===== src/rtl/ex_branch_resolve.sv =====
// ex_branch_resolve: execute-stage control-flow resolver.
// Computes the true next PC for JAL/JALR/branches, raises a held redirect to
// the IF PC generator on a mispredict, owns the 2-bit branch history table
// that IF reads, and counts resolved mispredicts.
module ex_branch_resolve #(
    parameter int XLEN      = 32,
    parameter int BHT_IDX_W = 4
) (
    input  logic            clk_i,
    input  logic            rst_n_i,
    input  logic            ex_valid_i,
    input  logic [XLEN-1:0] ex_pc_i,
    input  logic            ex_jal_i,
    input  logic            ex_jalr_i,
    input  logic            ex_branch_i,
    input  logic            ex_br_cond_i,
    input  logic [XLEN-1:0] ex_rs1_rdata_i,
    input  logic [XLEN-1:0] ex_imm_i,
    input  logic            ex_pred_taken_i,
    input  logic [XLEN-1:0] ex_pred_target_i,
    output logic            redirect_valid_o,
    input  logic            redirect_ready_i,
    output logic [XLEN-1:0] redirect_pc_o,
    output logic [XLEN-1:0] link_addr_o,
    input  logic [XLEN-1:0] if_pc_i,
    output logic            if_bht_taken_o,
    output logic [31:0]     mispred_cnt_o
);

    localparam int BHT_N = 1 << BHT_IDX_W;

    typedef enum logic {
        ST_IDLE = 1'b0,
        ST_PEND = 1'b1
    } state_t;

    state_t          state_reg, state_next;
    logic [XLEN-1:0] redirect_pc_reg, redirect_pc_next;
    logic [31:0]     mispred_cnt_reg, mispred_cnt_next;
    logic [1:0]      bht_reg [BHT_N];

    logic            cf;
    logic            taken;
    logic [XLEN-1:0] pc_plus4;
    logic [XLEN-1:0] br_target;
    logic [XLEN-1:0] jalr_sum;
    logic [XLEN-1:0] target;
    logic [XLEN-1:0] correct_pc;
    logic            mispredict;
    logic            accept;

    logic [BHT_IDX_W-1:0] ex_idx;
    logic [BHT_IDX_W-1:0] if_idx;
    logic [1:0]           bht_cur;
    logic [1:0]           bht_upd;
    logic                 bht_we;

    // PC bits outside the BHT index field do not take part in the lookup.
    logic unused_pc_bits;
    assign unused_pc_bits = ^{if_pc_i[XLEN-1:BHT_IDX_W+2], if_pc_i[1:0],
                              ex_pc_i[XLEN-1:BHT_IDX_W+2], ex_pc_i[1:0]};

    assign ex_idx = ex_pc_i[BHT_IDX_W+1:2];
    assign if_idx = if_pc_i[BHT_IDX_W+1:2];

    // Target, direction and mispredict evaluation for the instruction in EX.
    always_comb begin
        cf         = ex_jal_i | ex_jalr_i | ex_branch_i;
        pc_plus4   = ex_pc_i + XLEN'(4);
        br_target  = ex_pc_i + ex_imm_i;
        jalr_sum   = ex_rs1_rdata_i + ex_imm_i;
        target     = ex_jalr_i ? {jalr_sum[XLEN-1:1], 1'b0} : br_target;
        taken      = ex_jal_i | ex_jalr_i | ex_br_cond_i;
        correct_pc = taken ? target : pc_plus4;
        mispredict = (ex_pred_taken_i != taken) |
                     (taken & (ex_pred_target_i != target));
        // Anything in EX while a redirect is outstanding is wrong-path.
        accept     = ex_valid_i & cf & (state_reg == ST_IDLE);
    end

    assign link_addr_o      = pc_plus4;
    assign redirect_valid_o = (state_reg == ST_PEND);
    assign redirect_pc_o    = redirect_pc_reg;
    assign mispred_cnt_o    = mispred_cnt_reg;

    // Redirect FSM next-state: capture on accepted mispredict, hold until taken by IF.
    always_comb begin
        state_next       = state_reg;
        redirect_pc_next = redirect_pc_reg;
        mispred_cnt_next = mispred_cnt_reg;
        case (state_reg)
            ST_IDLE: begin
                if (accept && mispredict) begin
                    state_next       = ST_PEND;
                    redirect_pc_next = correct_pc;
                    mispred_cnt_next = mispred_cnt_reg + 32'd1;
                end
            end
            ST_PEND: begin
                if (redirect_ready_i) begin
                    state_next = ST_IDLE;
                end
            end
            default: state_next = ST_IDLE;
        endcase
    end

    // Redirect FSM and counter registers.
    always_ff @(posedge clk_i) begin
        if (!rst_n_i) begin
            state_reg       <= ST_IDLE;
            redirect_pc_reg <= '0;
            mispred_cnt_reg <= '0;
        end else begin
            state_reg       <= state_next;
            redirect_pc_reg <= redirect_pc_next;
            mispred_cnt_reg <= mispred_cnt_next;
        end
    end

    // Saturating update value for the counter indexed by the resolving branch.
    always_comb begin
        bht_we  = accept & ex_branch_i;
        bht_cur = bht_reg[ex_idx];
        bht_upd = bht_cur;
        if (taken) begin
            if (bht_cur != 2'b11) bht_upd = bht_cur + 2'b01;
        end else begin
            if (bht_cur != 2'b00) bht_upd = bht_cur - 2'b01;
        end
    end

    // One counter register per BHT entry; reset to weakly not-taken.
    generate
        for (genvar gi = 0; gi < BHT_N; gi++) begin : g_bht
            always_ff @(posedge clk_i) begin
                if (!rst_n_i) begin
                    bht_reg[gi] <= 2'b01;
                end else if (bht_we && (ex_idx == BHT_IDX_W'(gi))) begin
                    bht_reg[gi] <= bht_upd;
                end
            end
        end
    endgenerate

    // Prediction read is combinational, so a same-cycle update is not yet visible.
    assign if_bht_taken_o = bht_reg[if_idx][1];

endmodule


===== config.mk =====
export PLATFORM = sky130hd
export DESIGN_NAME = ex_branch_resolve
export DESIGN_NICKNAME = d
export VERILOG_FILES = /design/src/rtl/ex_branch_resolve.sv
export SDC_FILE = /design/constraint.sdc
export NUM_CORES = 1
export LEC_CHECK = 0
export BUFFER_PORTS_ARGS = -buffer_cell sky130_fd_sc_hd__buf_2
export CORE_MARGIN = 5
export CORE_UTILIZATION = 49
export DETAILED_ROUTE_END_ITERATION = 16
export PLACE_DENSITY = 0.74
export SETUP_SLACK_MARGIN = 0.4
export SYNTH_ARGS = -nofsm -noshare
export SYNTH_HDL_FRONTEND = slang
export SYNTH_SLANG_ARGS = --single-unit

===== constraint.sdc =====
create_clock -name clk_i -period 9.9 [get_ports clk_i]
set_input_delay 1.98 -clock clk_i [delete_from_list [all_inputs] [get_ports clk_i]]
set_output_delay 1.98 -clock clk_i [all_outputs]
set_load 0.02 [all_outputs]

# ---- Word-level counts from Yosys, hierarchy flattened
# Memories as Yosys holds them, arrays and structs flattened.
# Index checks and enable logic that the tools add are counted.
dict set report classes {
  eq_ne 18
  n_addsub 6
  n_mux 73
  reduce_logical 20
  bitwise 25
}
# op count
set ops {}
lappend ops {{adder 32 bit} 2}
lappend ops {{2-to-1 mux 32 bit} 2}
lappend ops {{2-to-1 mux 1 bit} 51}
lappend ops {{2-to-1 mux 2 bit} 19}
lappend ops {{adder 32 x 1 -> 32 bit (second input constant)} 1}
lappend ops {{adder 32 x 3 -> 32 bit (second input constant)} 1}
lappend ops {{== test 4 bit (second input constant)} 8}
lappend ops {{!= test 32 bit} 1}
lappend ops {{bitwise OR 1 bit} 20}
lappend ops {{logical AND 1 bit} 17}
lappend ops {{== test 4 x 3 -> 1 bit (second input constant)} 4}
lappend ops {{== test 4 x 2 -> 1 bit (second input constant)} 2}
lappend ops {{AND 1 bit} 4}
lappend ops {{== test 4 x 1 -> 1 bit (second input constant)} 1}
lappend ops {{zero test 4 bit} 1}
lappend ops {{adder 2 x 1 -> 2 bit (second input constant)} 1}
lappend ops {{!= test 2 bit (second input constant)} 1}
lappend ops {{one-hot mux 1 bit (2 select lines)} 1}
lappend ops {{AND reduction 2 bit} 1}
lappend ops {{nonzero test 2 bit} 1}
lappend ops {{subtractor 2 x 1 -> 2 bit (second input constant)} 1}
lappend ops {{!= test 1 bit} 1}
lappend ops {{inverter 1 bit} 1}
dict set report totals {
  ram_bits 32
  input_bits 169
  regBits 65
  mem_count 1
}
# memory depth width rd rd_clocked_by_memory_dff wr line_no
set memory_table {}
lappend memory_table {bht_reg 16 2 2 0 16 40} ;# logic [1:0] bht_reg [BHT_N];

# ---- Depth between registers and ports, before layout
# Gate-level depths: netlist of run 1.
dict set report depth {
  depth_word 10
  depth_mapped 17
  depth_no_buf 14
}

# ---- Worst setup path before layout of run 1
# No wires, ideal clock.
dict set report synth_timing {
  path_type {input-to-output}
  startpoint {input port ex_pc_i[2]}
  endpoint {output port link_addr_o[31]}
  path_stages 9
  required_time_ps 7920
  arrival_ps 4455
  setup_slack_ps 3465
  n_path_buf 1
  cell_sequence {clkbuf_1 inv_1 nor3_1 inv_1 nor3_1 nand4_1 nor2_1 and3_1 xor2_1}
}
dict set report synth_between {
  elab_chain_len 1
}
# element line_no
set synth_lines {}
lappend synth_lines {{start, declared} 12} ;# input logic [XLEN-1:0] ex_pc_i,
lappend synth_lines {{adder 32 x 3 -> 32 bit} 69} ;# pc_plus4 = ex_pc_i + XLEN'(4);
lappend synth_lines {{end, declared} 24} ;# output logic [XLEN-1:0] link_addr_o,
# Every way passes these cells.

# ---- Worst setup path in the final report of run 1
dict set report layout_timing {
  startpoint {input port ex_pc_i[2]}
  endpoint {register redirect_pc_reg[29] (netlist: redirect_pc_o[29])}
}
dict set report layout_between {
  elab_chain_len 7
  word_cells_on_any_way 9
  classes_between {add/sub: 2; eq/ne: 1; mux: 2; bitwise: 2; reduce/logical: 2}
}
# element line_no
set layout_lines {}
lappend layout_lines {{adder 32 bit} 70} ;# br_target = ex_pc_i + ex_imm_i;
lappend layout_lines {{2-to-1 mux 32 bit} 72} ;# target = ex_jalr_i ? {jalr_sum[XLEN-1:1], 1'b0} : br_target;
lappend layout_lines {{!= test 32 bit} 76} ;# (taken & (ex_pred_target_i != target));
lappend layout_lines {{AND 1 bit} 76}
lappend layout_lines {{bitwise OR 1 bit} 75} ;# mispredict = (ex_pred_taken_i != taken) |
lappend layout_lines {{logical AND 1 bit} 93} ;# if (accept && mispredict) begin
lappend layout_lines {{AND reduction 2 bit (no line)} --}
lappend layout_lines {{end signal, assigned} 116} ;# redirect_pc_reg <= redirect_pc_next;
lappend layout_lines {{end, declared} 38} ;# logic [XLEN-1:0] redirect_pc_reg, redirect_pc_next;
# Parallel ways exist; a longest one is shown, timed or not.
# A chain may end at the register's enable or synchronous reset.

==> results of run 1 <==
-- power by group --
group / total [mW] / switching [mW] / leakage (nW) / internal, mW
clock: 0.388 / 0.144 / 0.162 / 0.244
combinational: 0.606 / 0.377 / 4.02 / 0.229
sequential: 0.438 / 0.00994 / 0.807 / 0.428
-- Yosys cell counts, types with 13 or more instances --
library cell / count
sky130_fd_sc_hd__o41ai_1: 17
sky130_fd_sc_hd__a21oi_1: 123
sky130_fd_sc_hd__nor2_1: 98
sky130_fd_sc_hd__inv_1: 30
sky130_fd_sc_hd__nand3_1: 45
sky130_fd_sc_hd__nand2_1: 140
sky130_fd_sc_hd__a211oi_1: 23
sky130_fd_sc_hd__nand2b_1: 27
sky130_fd_sc_hd__xor2_1: 37
sky130_fd_sc_hd__or4_1: 16
sky130_fd_sc_hd__ha_1: 66
sky130_fd_sc_hd__clkbuf_1: 69
sky130_fd_sc_hd__nand4_1: 41
sky130_fd_sc_hd__edfxtp_1: 32
sky130_fd_sc_hd__o211ai_1: 35
sky130_fd_sc_hd__o21a_1: 16
sky130_fd_sc_hd__o2111ai_1: 18
sky130_fd_sc_hd__nor3_1: 31
sky130_fd_sc_hd__nor3b_1: 14
sky130_fd_sc_hd__o31ai_1: 22
sky130_fd_sc_hd__mux4_2: 15
sky130_fd_sc_hd__mux2i_1: 27
sky130_fd_sc_hd__dfxtp_1: 65
sky130_fd_sc_hd__o21ai_0: 84
sky130_fd_sc_hd__and3_1: 24
sky130_fd_sc_hd__a21o_1: 19
sky130_fd_sc_hd__or3_1: 16
sky130_fd_sc_hd__xnor2_1: 54
sky130_fd_sc_hd__a31oi_1: 13
-- metal layers --
metal / up-vias / share of wire (%) / GRT usage, %
met5: - / 0 / 0
met4: 0 / 2.5 / 7.64
met2: 545 / 46 / 44.7
li1: 5651 / - / -
met3: 53 / 8.9 / 3.44
met1: 5545 / 43 / 39.9
-- path summary, 6_finish.rpt --
check / startpoint / to / slack (ps)
setup reg to reg: mispred_cnt_o[4] / mispred_cnt_o[30] / 6420
setup / recovery: ex_pc_i[2] / redirect_pc_o[29] / 2760
hold reg to reg: redirect_pc_o[5] / redirect_pc_o[5] / 460
hold / removal: redirect_pc_o[5] / redirect_pc_o[5] / 460
-- critical path, delay by kind of cell --
kind,cells,cell delay [ps]
AO/OA/AOI/OAI,8,2500
buffers and inverters,1,370
AND/OR/NAND/NOR,4,2080
adder cells (fa/ha/maj),1,380
-- cell type report --
cell class / instances / area, um2 / area share [%]
clock buffer: 14 / 275 / 2.22
clock inverter: 2 / 60.1 / 0.484
inverter: 30 / 113 / 0.907
antenna: 1 / 2.50 / 0.0202
tap: 280 / 350 / 2.82
multi-input combinational: 1175 / 8090 / 65.2
timing repair buffer: 247 / 1260 / 10.1
sequential: 97 / 2260 / 18.2
-- cell families (layout without fill, tap and decap cells) --
logic type,Yosys count,in the layout,share of synthesized area (%)
simple gates,517,517,24.5
compound gates,449,449,27.5
buf+inv,128,293,5.19
flops,97,97,20.7
xor+xnor,95,95,8.14
fa+ha+maj,68,68,7.93
mux,46,46,5.98
other cells,0,1,0
-- cell usage in the layout (no fill, tap or decap), types with 22 or more instances in the layout --
cell,instances
sky130_fd_sc_hd__buf_2,238
sky130_fd_sc_hd__nand2_1,140
sky130_fd_sc_hd__a21oi_1,123
sky130_fd_sc_hd__nor2_1,98
sky130_fd_sc_hd__o21ai_0,84
sky130_fd_sc_hd__ha_1,66
sky130_fd_sc_hd__dfxtp_1,65
sky130_fd_sc_hd__xnor2_1,54
sky130_fd_sc_hd__nand3_1,45
sky130_fd_sc_hd__nand4_1,41
sky130_fd_sc_hd__xor2_1,37
sky130_fd_sc_hd__o211ai_1,35
sky130_fd_sc_hd__edfxtp_1,32
sky130_fd_sc_hd__inv_1,30
sky130_fd_sc_hd__nor3_1,30
sky130_fd_sc_hd__nand2b_1,27
sky130_fd_sc_hd__mux2i_1,27
sky130_fd_sc_hd__and3_1,23
sky130_fd_sc_hd__a211oi_1,23
sky130_fd_sc_hd__o31ai_1,22
==> impl_table.tex, run 1 <==
\begin{tabular}{lr}
\hline
Metric & Value \\
\hline
\multicolumn{2}{l}{\textbf{Status}} \\
\quad Run status & completed \\
\multicolumn{2}{l}{\textbf{Timing}} \\
\quad Worst slack on hold paths & 465 ps \\
\quad Period utilization & 72.1\% \\
\quad Time the worst path needs with I/O delays and setup & 7140 ps \\
\quad Final setup margin & between 2000 and 3000 ps \\
\quad Layout Skew & 7.58 ps \\
\quad TNS Setup & 0 ps \\
\quad Count of endpoints failing hold in the final timing report & 0 \\
\quad Top achievable clock speed & 0.140 GHz \\
\quad Worst-Margin Slew & just over 1000 ps \\
\quad Number of slew-limit violations in the final report & 0 \\
\quad Final setup violation count & 0 \\
\quad RSZ-0062 raised after global routing & false \\
\quad Worst-case headroom to the max-slew limit & 31.4\% \\
\multicolumn{2}{l}{\textbf{Cells and area}} \\
\quad Layout overhead on the synthesized area & 13.7\% \\
\quad Final core area utilization & between 50 and 60\% \\
\quad Fraction of layout cells with a size suffix above 1 & 19.4\% \\
\quad Summed area of non-filler cells in the final layout & approximately 12000 um2 \\
\quad Layout filler cell count & 2115 \\
\quad Final cell count without fillers & 1846 \\
\quad Final \#Nets & 1797 \\
\multicolumn{2}{l}{\textbf{Global routing}} \\
\quad Maximum number of pins on one net before global-route repair & 78 \\
\quad Residual overflow from global routing & 0 \\
\quad Via count of the first global-routing pass & 11000 \\
\quad Wire length of the first global-routing pass & 58.7 mm \\
\quad Total global-route track usage & between 20\% and 30\% \\
\quad Number of antenna violations at the first check in global routing & 1 \\
\multicolumn{2}{l}{\textbf{Route}} \\
\quad Routed length per placed instance & 20.4 um \\
\quad Detailed-routing iteration count for the pre-antenna-repair pass & 5 \\
\quad Number of DRC violations after detailed-routing iteration 0 & around 1200 \\
\quad Number of nets still failing antenna checks after routing & 0 \\
\quad Total wire length & 37.7 mm \\
\quad Vias per Instance & 6.39 \\
\quad Number of vias in the routed layout & 11800 \\
\quad Number of DRC violations after detailed routing & 0 \\
\multicolumn{2}{l}{\textbf{Clock network}} \\
\quad Number of buffers on the longest clock path & 2 \\
\quad Post-CTS setup-driven buffer insertion count & 0 \\
\quad Clock latency on the worst-skew pair & 340 ps \\
\quad Num CTS Buffers & 9 \\
\quad Sink Count & 97 \\
\quad Post-CTS resize count & 0 \\
\quad H-Tree Level Count & 3 \\
\quad TritonCTS clock tree & done \\
\quad Number of buffers inserted by hold repair at cts & 0 \\
\quad Clock transition at the register clock pins on the worst setup and hold paths after CTS & 70 ps \\
\quad CTS Root Cell & sky130\_fd\_sc\_hd\_\_clkbuf\_16 \\
\multicolumn{2}{l}{\textbf{Synth}} \\
\quad Synth async-reset ratio & 0\% \\
\quad Top post-synthesis cells by area & sky130\_fd\_sc\_hd\_\_dfxtp\_1 (12\%), sky130\_fd\_sc\_hd\_\_edfxtp\_1 (8.8\%), sky130\_fd\_sc\_hd\_\_ha\_1 (7.6\%), sky130\_fd\_sc\_hd\_\_a21oi\_1 (5.6\%), sky130\_fd\_sc\_hd\_\_nand2\_1 (4.8\%) \\
\quad Number of instances in the synthesized netlist & 1400 \\
\quad Fraction of the yosys area taken by sequential cells & 20.7\% \\
\quad Avg Cell Area, Syn & 7.80 um2 \\
\quad Summed instance area of the synthesized netlist & about 11000 um2 \\
\quad Post-synth top flop & sky130\_fd\_sc\_hd\_\_dfxtp\_1 \\
\quad Number of warnings issued by yosys & 0 \\
\quad Post-synth EDFFs & 32 \\
\quad Synthesized net count & 1637 \\
\quad Yosys top cell by area & sky130\_fd\_sc\_hd\_\_dfxtp\_1 \\
\quad Count of unique library cells instantiated by Yosys & about 90 \\
\quad Area share of the largest cell type after synthesis & between 10\% and 20\% \\
\quad Number of synthesized register bits & slightly below 100 \\
\multicolumn{2}{l}{\textbf{Floorplanning}} \\
\quad I/O Pins & 267 \\
\quad Vertical die dimension & 159 um \\
\quad Die X & 159 um \\
\quad Number of standard-cell rows in the floorplan & 54 \\
\quad Starting density of the core & between 40\% and 50\% \\
\quad Area of the core & 21900 um2 \\
\quad Total die area & 25400 um2 \\
\multicolumn{2}{l}{\textbf{Power}} \\
\quad Worst supply voltage drop on vdd & 0.0000818 V \\
\quad Leak & 4.99 nW \\
\quad Final Power & 1.43 mW \\
\quad PwrDens & approximately 120 nW/um2 \\
\multicolumn{2}{l}{\textbf{Critical path}} \\
\quad Series of cell instances along the critical path & buf\_2 -> ha\_1 -> a21o\_1 -> a221o\_1 -> o211a\_1 -> o31a\_1 -> a22o\_1 -> a221o\_1 -> a2111oi\_2 -> nand4\_1 -> nor4\_2 -> nand3\_1 -> nand2\_1 -> o21ai\_0 \\
\quad CP peak stage delay & 790 ps \\
\quad Arrival time worst endpoint & 7340 ps \\
\quad Category of the critical setup timing path & primary input to flop \\
\quad Most common cell type on the critical path & sky130\_fd\_sc\_hd\_\_a221o\_1 \\
\quad Required time of the critical path & 10100 ps \\
\quad Maximum fanout encountered on the critical timing path & 22 \\
\quad Sort of element at the start of the critical path & primary input \\
\quad CP max stage cell & sky130\_fd\_sc\_hd\_\_nand2\_1 \\
\quad Worst R2R Path Depth & 12 \\
\quad Critical Path End Type & flop \\
\multicolumn{2}{l}{\textbf{Place}} \\
\quad Number of cells after detailed placement & between 1500 and 2000 \\
\quad Worst setup timing slack at the placement stage & 2430 ps \\
\quad Weighted congestion at the end of routability-driven global placement & 0.968 \\
\quad Port-buffer cells & 238 \\
\quad Placed standard-cell area & 12100 um2 \\
\quad Dpl hpwl & $\sim$30 mm \\
\multicolumn{2}{l}{\textbf{Run}} \\
\quad Maximum Capacitance Violations & 0 \\
\multicolumn{2}{l}{\textbf{Hold path}} \\
\quad Worst hold stages & 2 \\
\quad Class of the tightest hold or removal check & flop to flop \\
\hline
\end{tabular}
Note: power is estimated with default switching activity, not from simulation.
==> run 2, diff against run 1 <==
--- a/config.mk
+++ b/config.mk
@@ -9,7 +9,7 @@
 export CORE_MARGIN = 5
 export CORE_UTILIZATION = 49
 export DETAILED_ROUTE_END_ITERATION = 16
-export PLACE_DENSITY = 0.74
+export PLACE_DENSITY = 0.77
 export SETUP_SLACK_MARGIN = 0.4
 export SYNTH_ARGS = -nofsm -noshare
 export SYNTH_HDL_FRONTEND = slang
==> constraint.sdc (replaced) <==
create_clock -name clk_i -period 6.4 [get_ports clk_i]
set_input_delay 1.28 -clock clk_i [delete_from_list [all_inputs] [get_ports clk_i]]
set_output_delay 1.28 -clock clk_i [all_outputs]
set_load 0.02 [all_outputs]
==> run 2 against run 1 <==
  * Sequential power grew 55%
  * Die area stayed put
  * Via count grew 1.3%
  * Worst setup slack lost 2000 ps
  * Clock skew fell by 2.5 ps
  * Sequential cell count did not move
  * Worst hold slack better by 8.2 ps
  * Critical path depth up 2
  * Core utilization is 0.29 points higher
  * Wire length increased by 1.3%
  * Largest cell class unchanged
  * Highest routed layer unchanged
==> impl_table.tex, run 2 (same netlist as run 1, synthesis figures left out) <==
\begin{tabular}{lr}
\hline
Metric & Value \\
\hline
\multicolumn{2}{l}{\textbf{Timing}} \\
\quad Period utilization & 88.1\% \\
\quad Count of endpoints failing hold in the final timing report & 0 (unchanged) \\
\quad Top achievable clock speed & 0.177 GHz \\
\quad Worst-case headroom to the max-slew limit & 31.3\% (-0.078 points) \\
\quad RSZ-0062 raised after global routing & false \\
\quad Layout Skew & 5.05 ps (-2.53 ps) \\
\quad Final setup violation count & 0 (unchanged) \\
\quad Time the worst path needs with I/O delays and setup & 5640 ps \\
\quad Number of slew-limit violations in the final report & 0 (unchanged) \\
\quad TNS Setup & 0 ps (unchanged) \\
\quad Worst-Margin Slew & 1030 ps (+1.17 ps) \\
\multicolumn{2}{l}{\textbf{Global routing}} \\
\quad Number of antenna violations at the first check in global routing & 3 (+2) \\
\quad Residual overflow from global routing & 0 (unchanged) \\
\quad Via count of the first global-routing pass & 11000 (+0.30\%) \\
\quad Maximum number of pins on one net before global-route repair & 103 (+32\%) \\
\quad Total global-route track usage & 28.2\% (+0.25 points) \\
\quad Wire length of the first global-routing pass & 59.3 mm (+1.1\%) \\
\multicolumn{2}{l}{\textbf{Critical path}} \\
\quad Arrival time worst endpoint & 5880 ps (-1460 ps) \\
\quad Reg-to-reg slack, setup & 2900 ps (-3520 ps) \\
\quad Sort of element at the start of the critical path & primary input \\
\quad Source of the worst register-to-register timing path & mispred\_cnt\_o[4] \\
\quad Worst R2R Path Depth & 12 (unchanged) \\
\quad Critical Path End Type & flop \\
\quad Endpoint of the worst-slack reg-to-reg timing path & mispred\_cnt\_o[30] \\
\quad Required time of the critical path & 6640 ps (-3460 ps) \\
\quad Maximum fanout encountered on the critical timing path & 54 (+150\%) \\
\quad Category of the critical setup timing path & primary input to flop \\
\multicolumn{2}{l}{\textbf{Route}} \\
\quad Number of nets still failing antenna checks after routing & 0 (unchanged) \\
\quad Detailed-routing iteration count for the pre-antenna-repair pass & 5 (unchanged) \\
\quad Number of DRC violations after detailed-routing iteration 0 & 1118 (-6.7\%) \\
\quad Vias per Instance & 6.45 (+0.90\%) \\
\quad Total wire length & 38.2 mm (+1.3\%) \\
\quad Routed length per placed instance & 20.6 um (+0.89\%) \\
\quad Number of vias in the routed layout & 12000 (+1.3\%) \\
\quad Number of DRC violations after detailed routing & 0 (unchanged) \\
\multicolumn{2}{l}{\textbf{Cells and area}} \\
\quad Area of all sequential standard cells & 2260 um2 (unchanged) \\
\quad Area of combinational cells with multiple inputs & 8090 um2 (unchanged) \\
\quad Final core area utilization & 57.0\% (+0.29 points) \\
\quad Fraction of layout cells with a size suffix above 1 & 19.9\% (+0.50 points) \\
\quad Most common library cell in the layout ignoring fill and taps & sky130\_fd\_sc\_hd\_\_buf\_2 \\
\quad Most frequent cells in the layout & sky130\_fd\_sc\_hd\_\_buf\_2 (238), sky130\_fd\_sc\_hd\_\_nand2\_1 (140), sky130\_fd\_sc\_hd\_\_a21oi\_1 (123) \\
\quad Final \#Nets & 1803 (+0.33\%) \\
\quad Layout overhead on the synthesized area & 14.3\% \\
\quad Layout filler cell count & 2056 (-2.8\%) \\
\multicolumn{2}{l}{\textbf{Clock network}} \\
\quad Sink Count & 97 (unchanged) \\
\quad Num CTS Buffers & 9 (unchanged) \\
\quad TritonCTS clock tree & done \\
\quad Number of buffers on the longest clock path & 2 (unchanged) \\
\quad Clock transition at the register clock pins on the worst setup and hold paths after CTS & 70 ps (about the same) \\
\quad Clock latency on the worst-skew pair & 350 ps (about the same) \\
\quad Post-CTS setup-driven buffer insertion count & 0 (unchanged) \\
\quad Post-CTS resize count & 0 (unchanged) \\
\quad Number of buffers inserted by hold repair at cts & 0 (unchanged) \\
\quad H-Tree Level Count & 3 (unchanged) \\
\quad CTS Root Cell & sky130\_fd\_sc\_hd\_\_clkbuf\_16 \\
\multicolumn{2}{l}{\textbf{Status}} \\
\quad Run status & completed \\
\multicolumn{2}{l}{\textbf{Floorplanning}} \\
\quad Number of standard-cell rows in the floorplan & 54 (unchanged) \\
\quad Die X & 159 um (unchanged) \\
\quad Vertical die dimension & 159 um (unchanged) \\
\quad Area of the core & 21900 um2 (unchanged) \\
\quad I/O Pins & 267 (unchanged) \\
\quad Starting density of the core & 49.9\% (unchanged) \\
\quad Total die area & 25400 um2 (unchanged) \\
\multicolumn{2}{l}{\textbf{Hold path}} \\
\quad Hold path startpoint & redirect\_pc\_o[19] \\
\quad Worst hold endpoint & redirect\_pc\_o[19] \\
\quad Worst hold stages & 2 (unchanged) \\
\quad Class of the tightest hold or removal check & flop to flop \\
\multicolumn{2}{l}{\textbf{Power}} \\
\quad Worst supply voltage drop on vdd & 0.000151 V (+85\%) \\
\quad Power spent charging and discharging nets & 0.843 mW (+59\%) \\
\quad Internal power & 1.36 mW (+52\%) \\
\quad Fraction of power spent switching nets & 38.2\% (+1.1 points) \\
\quad Clock share of power & 26.6\% (-0.5 points) \\
\quad Combinational cell fraction of total power & 42.7\% (+0.4 points) \\
\quad Seq pwr share & 30.7\% (about the same) \\
\quad Leak & 5.01 nW (+0.55\%) \\
\quad PwrDens & 177 nW/um2 (+53\%) \\
\multicolumn{2}{l}{\textbf{Place}} \\
\quad Dpl hpwl & 30.3 mm (+1.9\%) \\
\quad Weighted congestion at the end of routability-driven global placement & 0.964 (-0.41\%) \\
\quad Port-buffer cells & 238 (unchanged) \\
\multicolumn{2}{l}{\textbf{Run}} \\
\quad Maximum Capacitance Violations & 0 (unchanged) \\
\hline
\end{tabular}
run 2: layout make-up:
type / count / share of cell area (%)
inverter: 30 / 0.902
antenna: 3 / 0.0602
timing repair buffer: 253 / 10.6
clock buffer: 9 / 1.80
clock inverter: 7 / 0.792
multi-input combinational: 1175 / 64.9
sequential: 97 / 18.1
tap: 280 / 2.81
run 2: routing by layer:
metal / vias up / GRT usage, % / part of all wire [%]
li1: 5675 / - / -
met1: 5632 / 39.7 / 42
met2: 581 / 45.5 / 46
met3: 64 / 3.57 / 9.8
met4: 0 / 8.03 / 2.5
met5: - / 0 / 0
run 2: power by group through the flow:
stage / Sequential, mW / Clock (mW) / Combinational (mW)
2_1_floorplan: 0.714 / 0 / 0.610
3_3_place_gp: 0.690 / 0 / 0.908
3_5_place_dp: 0.691 / 0 / 0.921
4_1_cts: 0.677 / 0.592 / 0.925
5_1_grt: 0.680 / 0.621 / 1.02
6_report: 0.677 / 0.587 / 0.943
run 2: worst max path at each step:
stage,start,end,slack [ps],cells past startpoint
2_1_floorplan,ex_pc_i[0],mispred_cnt_o[25],1320,17
3_3_place_gp,ex_pc_i[0],mispred_cnt_o[29],580,16
3_5_place_dp,ex_pc_i[0],mispred_cnt_o[31],470,16
4_1_cts,ex_pc_i[0],mispred_cnt_o[29],820,16
5_1_grt,ex_pc_i[0],mispred_cnt_o[17],510,16
6_report,ex_pc_i[0],mispred_cnt_o[29],760,16
run 2: per-stage QoR:
step	cell area, um2	std cells	worst slack, ps	power, mW	hold slack (ps)
6_report	12500	1854	759	2.21	473
5_1_grt	12500	1854	511	2.32	503
4_1_cts	12500	1851	825	2.20	474
3_5_place_dp	12100	1835	465	1.61	461
3_3_place_gp	12100	1835	583	1.60	449
2_1_floorplan	10900	1400	1320	1.32	533
run 2: worst max-delay path, cell delays in order:
cell                        delay [ps]
sky130_fd_sc_hd__buf_2             120
sky130_fd_sc_hd__ha_1              240
sky130_fd_sc_hd__fa_1              450
sky130_fd_sc_hd__a21o_1            210
sky130_fd_sc_hd__a221o_1           400
sky130_fd_sc_hd__o211a_1           290
sky130_fd_sc_hd__o31a_1            340
sky130_fd_sc_hd__a22o_1            240
sky130_fd_sc_hd__a221o_1           310
sky130_fd_sc_hd__a2111oi_2         490
sky130_fd_sc_hd__nand4_1           180
sky130_fd_sc_hd__nor4_2            330
sky130_fd_sc_hd__and3_2            440
sky130_fd_sc_hd__buf_12            270
sky130_fd_sc_hd__o311ai_0          160
sky130_fd_sc_hd__o41ai_1           100
==> run 3, diff against run 2 <==
--- a/config.mk
+++ b/config.mk
@@ -10,6 +10,7 @@
 export CORE_UTILIZATION = 49
 export DETAILED_ROUTE_END_ITERATION = 16
 export PLACE_DENSITY = 0.77
+export REMOVE_ABC_BUFFERS = 1
 export SETUP_SLACK_MARGIN = 0.4
 export SYNTH_ARGS = -nofsm -noshare
 export SYNTH_HDL_FRONTEND = slang
==> run 3 against run 2 <==
  * Global-route usage fell by 0.45 points
  * Total power increased by 1.7%
  * Register-to-register slack improved by 60 ps
  * Count of clock-buffer cells in the layout is the same
  * Largest power group unchanged
  * Highest routed layer unchanged
==> impl_table.tex, run 3 (same netlist as run 1, synthesis figures left out) <==
\begin{tabular}{lr}
\hline
Metric & Value \\
\hline
\multicolumn{2}{l}{\textbf{Status}} \\
\quad Run status & completed \\
\multicolumn{2}{l}{\textbf{Cells and area}} \\
\quad Area of all sequential standard cells & 2260 um2 (unchanged) \\
\quad Final \#Nets & 1803 (unchanged) \\
\quad Layout filler cell count & 2074 (+0.88\%) \\
\quad Area of combinational cells with multiple inputs & 8090 um2 (unchanged) \\
\quad Most common library cell in the layout ignoring fill and taps & sky130\_fd\_sc\_hd\_\_buf\_2 \\
\quad Layout overhead on the synthesized area & 14.6\% \\
\quad Fraction of layout cells with a size suffix above 1 & 19.9\% (unchanged) \\
\quad Most frequent cells in the layout & sky130\_fd\_sc\_hd\_\_buf\_2 (238), sky130\_fd\_sc\_hd\_\_nand2\_1 (140), sky130\_fd\_sc\_hd\_\_a21oi\_1 (123) \\
\multicolumn{2}{l}{\textbf{Critical path}} \\
\quad Required time of the critical path & 6650 ps (about the same) \\
\quad Category of the critical setup timing path & primary input to flop \\
\quad Critical Path End Type & flop \\
\quad Maximum fanout encountered on the critical timing path & 18 (-67\%) \\
\quad Arrival time worst endpoint & 5820 ps (-60 ps) \\
\quad Sort of element at the start of the critical path & primary input \\
\multicolumn{2}{l}{\textbf{Timing}} \\
\quad Layout Skew & 9.87 ps (+4.82 ps) \\
\quad Final setup violation count & 0 (unchanged) \\
\quad Worst-Margin Slew & 982 ps (-45.9 ps) \\
\quad Count of endpoints failing hold in the final timing report & 0 (unchanged) \\
\quad TNS Setup & 0 ps (unchanged) \\
\quad Number of slew-limit violations in the final report & 0 (unchanged) \\
\quad Top achievable clock speed & 0.180 GHz (+1.4\%) \\
\quad Time the worst path needs with I/O delays and setup & 5560 ps (-77.4 ps) \\
\quad Worst slack on hold paths & 472 ps (-1.05 ps) \\
\quad RSZ-0062 raised after global routing & false \\
\quad Worst-case headroom to the max-slew limit & 34.4\% (+3.1 points) \\
\quad Period utilization & 86.9\% (-1.2 points) \\
\multicolumn{2}{l}{\textbf{Global routing}} \\
\quad Wire length of the first global-routing pass & 58.4 mm (-1.5\%) \\
\quad Number of antenna violations at the first check in global routing & 6 (+3) \\
\quad Via count of the first global-routing pass & 10900 (-0.98\%) \\
\quad Total global-route track usage & 27.7\% (-0.45 points) \\
\quad Residual overflow from global routing & 0 (unchanged) \\
\quad Maximum number of pins on one net before global-route repair & 70 (-32\%) \\
\multicolumn{2}{l}{\textbf{Floorplanning}} \\
\quad Number of standard-cell rows in the floorplan & 54 (unchanged) \\
\quad Vertical die dimension & 159 um (unchanged) \\
\quad Area of the core & 21900 um2 (unchanged) \\
\quad Total die area & 25400 um2 (unchanged) \\
\quad Starting density of the core & 49.9\% (unchanged) \\
\quad Die X & 159 um (unchanged) \\
\quad I/O Pins & 267 (unchanged) \\
\multicolumn{2}{l}{\textbf{Clock network}} \\
\quad Number of buffers inserted by hold repair at cts & 0 (unchanged) \\
\quad Sink Count & 97 (unchanged) \\
\quad TritonCTS clock tree & done \\
\quad Clock transition at the register clock pins on the worst setup and hold paths after CTS & 70 ps (about the same) \\
\quad Post-CTS setup-driven buffer insertion count & 0 (unchanged) \\
\quad CTS Root Cell & sky130\_fd\_sc\_hd\_\_clkbuf\_16 \\
\quad Number of buffers on the longest clock path & 2 (unchanged) \\
\quad Post-CTS resize count & 0 (unchanged) \\
\quad Num CTS Buffers & 9 (unchanged) \\
\quad H-Tree Level Count & 3 (unchanged) \\
\quad Clock latency on the worst-skew pair & 340 ps (about the same) \\
\multicolumn{2}{l}{\textbf{Place}} \\
\quad Dpl hpwl & 29.5 mm (-2.6\%) \\
\quad Port-buffer cells & 238 (unchanged) \\
\quad Weighted congestion at the end of routability-driven global placement & 0.948 (-1.6\%) \\
\multicolumn{2}{l}{\textbf{Power}} \\
\quad Power spent charging and discharging nets & 0.840 mW (-0.30\%) \\
\quad PwrDens & 179 nW/um2 (+1.4\%) \\
\quad Combinational cell fraction of total power & 41.6\% (-1.1 points) \\
\quad Clock share of power & 28.2\% (+1.6 points) \\
\quad Leak & 5.03 nW (+0.31\%) \\
\quad Worst supply voltage drop on vdd & 0.000132 V (-13\%) \\
\quad Seq pwr share & 30.2\% (-0.5 points) \\
\quad Fraction of power spent switching nets & 37.4\% (-0.73 points) \\
\quad Internal power & 1.40 mW (+2.9\%) \\
\multicolumn{2}{l}{\textbf{Route}} \\
\quad Met2 wire length & 17.4 mm (-0.38\%) \\
\quad Number of nets still failing antenna checks after routing & 0 (unchanged) \\
\quad Uppermost signal routing layer after detailed routing & met4 \\
\quad Number of DRC violations after detailed routing & 0 (unchanged) \\
\quad Post-Route M1 WL & 16.2 mm (+0.87\%) \\
\quad Routed length per placed instance & 20.2 um (-2.2\%) \\
\quad Sum of met3 wire segment lengths after detailed routing & 2.84 mm (-24\%) \\
\quad Total wire length & 37.5 mm (-2.0\%) \\
\quad Number of vias in the routed layout & 11900 (-0.33\%) \\
\quad Detailed-routing iteration count for the pre-antenna-repair pass & 8 (+3) \\
\quad Vias per Instance & 6.41 (-0.50\%) \\
\quad Number of DRC violations after detailed-routing iteration 0 & 977 (-13\%) \\
\multicolumn{2}{l}{\textbf{Run}} \\
\quad Maximum Capacitance Violations & 0 (unchanged) \\
\multicolumn{2}{l}{\textbf{Hold path}} \\
\quad Class of the tightest hold or removal check & flop to flop \\
\hline
\end{tabular}
[run 3: cell types whose count changed in the layout (fill, tap and decap cells not counted)]
cell,delta
sky130_fd_sc_hd__diode_2,+3
sky130_fd_sc_hd__clkinv_4,+2
sky130_fd_sc_hd__bufinv_16,+1
sky130_fd_sc_hd__clkinvlp_2,-1
sky130_fd_sc_hd__clkinvlp_4,-1
sky130_fd_sc_hd__inv_6,-1
[run 3: worst paths after layout]
path,endpoint,cells after the start,from,slack [ps]
setup / recovery,redirect_pc_o[2],15,ex_pc_i[0],840
setup reg to reg,mispred_cnt_o[30],12,mispred_cnt_o[4],2960
hold / removal,mispred_cnt_o[31],2,mispred_cnt_o[31],470
hold reg to reg,mispred_cnt_o[31],2,mispred_cnt_o[31],470
[run 3: per-stage QoR]
step | std cells | util, % | setup slack (ps) | cell area (um2) | total power [mW]
detailed placement | 1835 | 55.5 | 500 | 12100 | 1.60
finish | 1857 | 57.2 | 837 | 12500 | 2.24
global placement | 1835 | 55.5 | 624 | 12100 | 1.58
CTS | 1851 | 57.1 | 848 | 12500 | 2.23
global route | 1857 | 57.2 | 606 | 12500 | 2.36
floorplan | 1302 | - | 130 | 10500 | 1.30
[run 3: layout make-up]
type | instances | area share [%]
multi-input combinational | 1175 | 64.7
antenna | 6 | 0.120
clock inverter | 7 | 1.00
inverter | 30 | 0.900
timing repair buffer | 253 | 10.6
tap | 280 | 2.80
clock buffer | 9 | 1.80
sequential | 97 | 18.1
[run 3: critical path: stages]
cell,delay (ps)
sky130_fd_sc_hd__buf_2,120
sky130_fd_sc_hd__ha_1,220
sky130_fd_sc_hd__fa_1,430
sky130_fd_sc_hd__a21o_1,190
sky130_fd_sc_hd__a221o_1,390
sky130_fd_sc_hd__o211a_1,290
sky130_fd_sc_hd__o31a_1,340
sky130_fd_sc_hd__a22o_1,230
sky130_fd_sc_hd__a221o_1,310
sky130_fd_sc_hd__a2111oi_2,360
sky130_fd_sc_hd__nand4_1,230
sky130_fd_sc_hd__nor4_2,350
sky130_fd_sc_hd__and3_2,520
sky130_fd_sc_hd__nor2_1,270
sky130_fd_sc_hd__a211oi_1,280
[run 3: power by group through the flow]
stage | Sequential, mW | Clock (mW) | Combinational [mW]
global placement | 0.690 | 0 | 0.895
detailed placement | 0.691 | 0 | 0.907
finish | 0.677 | 0.633 | 0.934
floorplan | 0.714 | 0 | 0.584
CTS | 0.677 | 0.640 | 0.913
global route | 0.679 | 0.662 | 1.01
[run 3: metal layers]
layer / global-route usage, % / vias up
met4: 8.72 / 0
li1: - / 5690
met5: 0 / -
met1: 39.2 / 5599
met3: 2.82 / 61
met2: 44.7 / 562
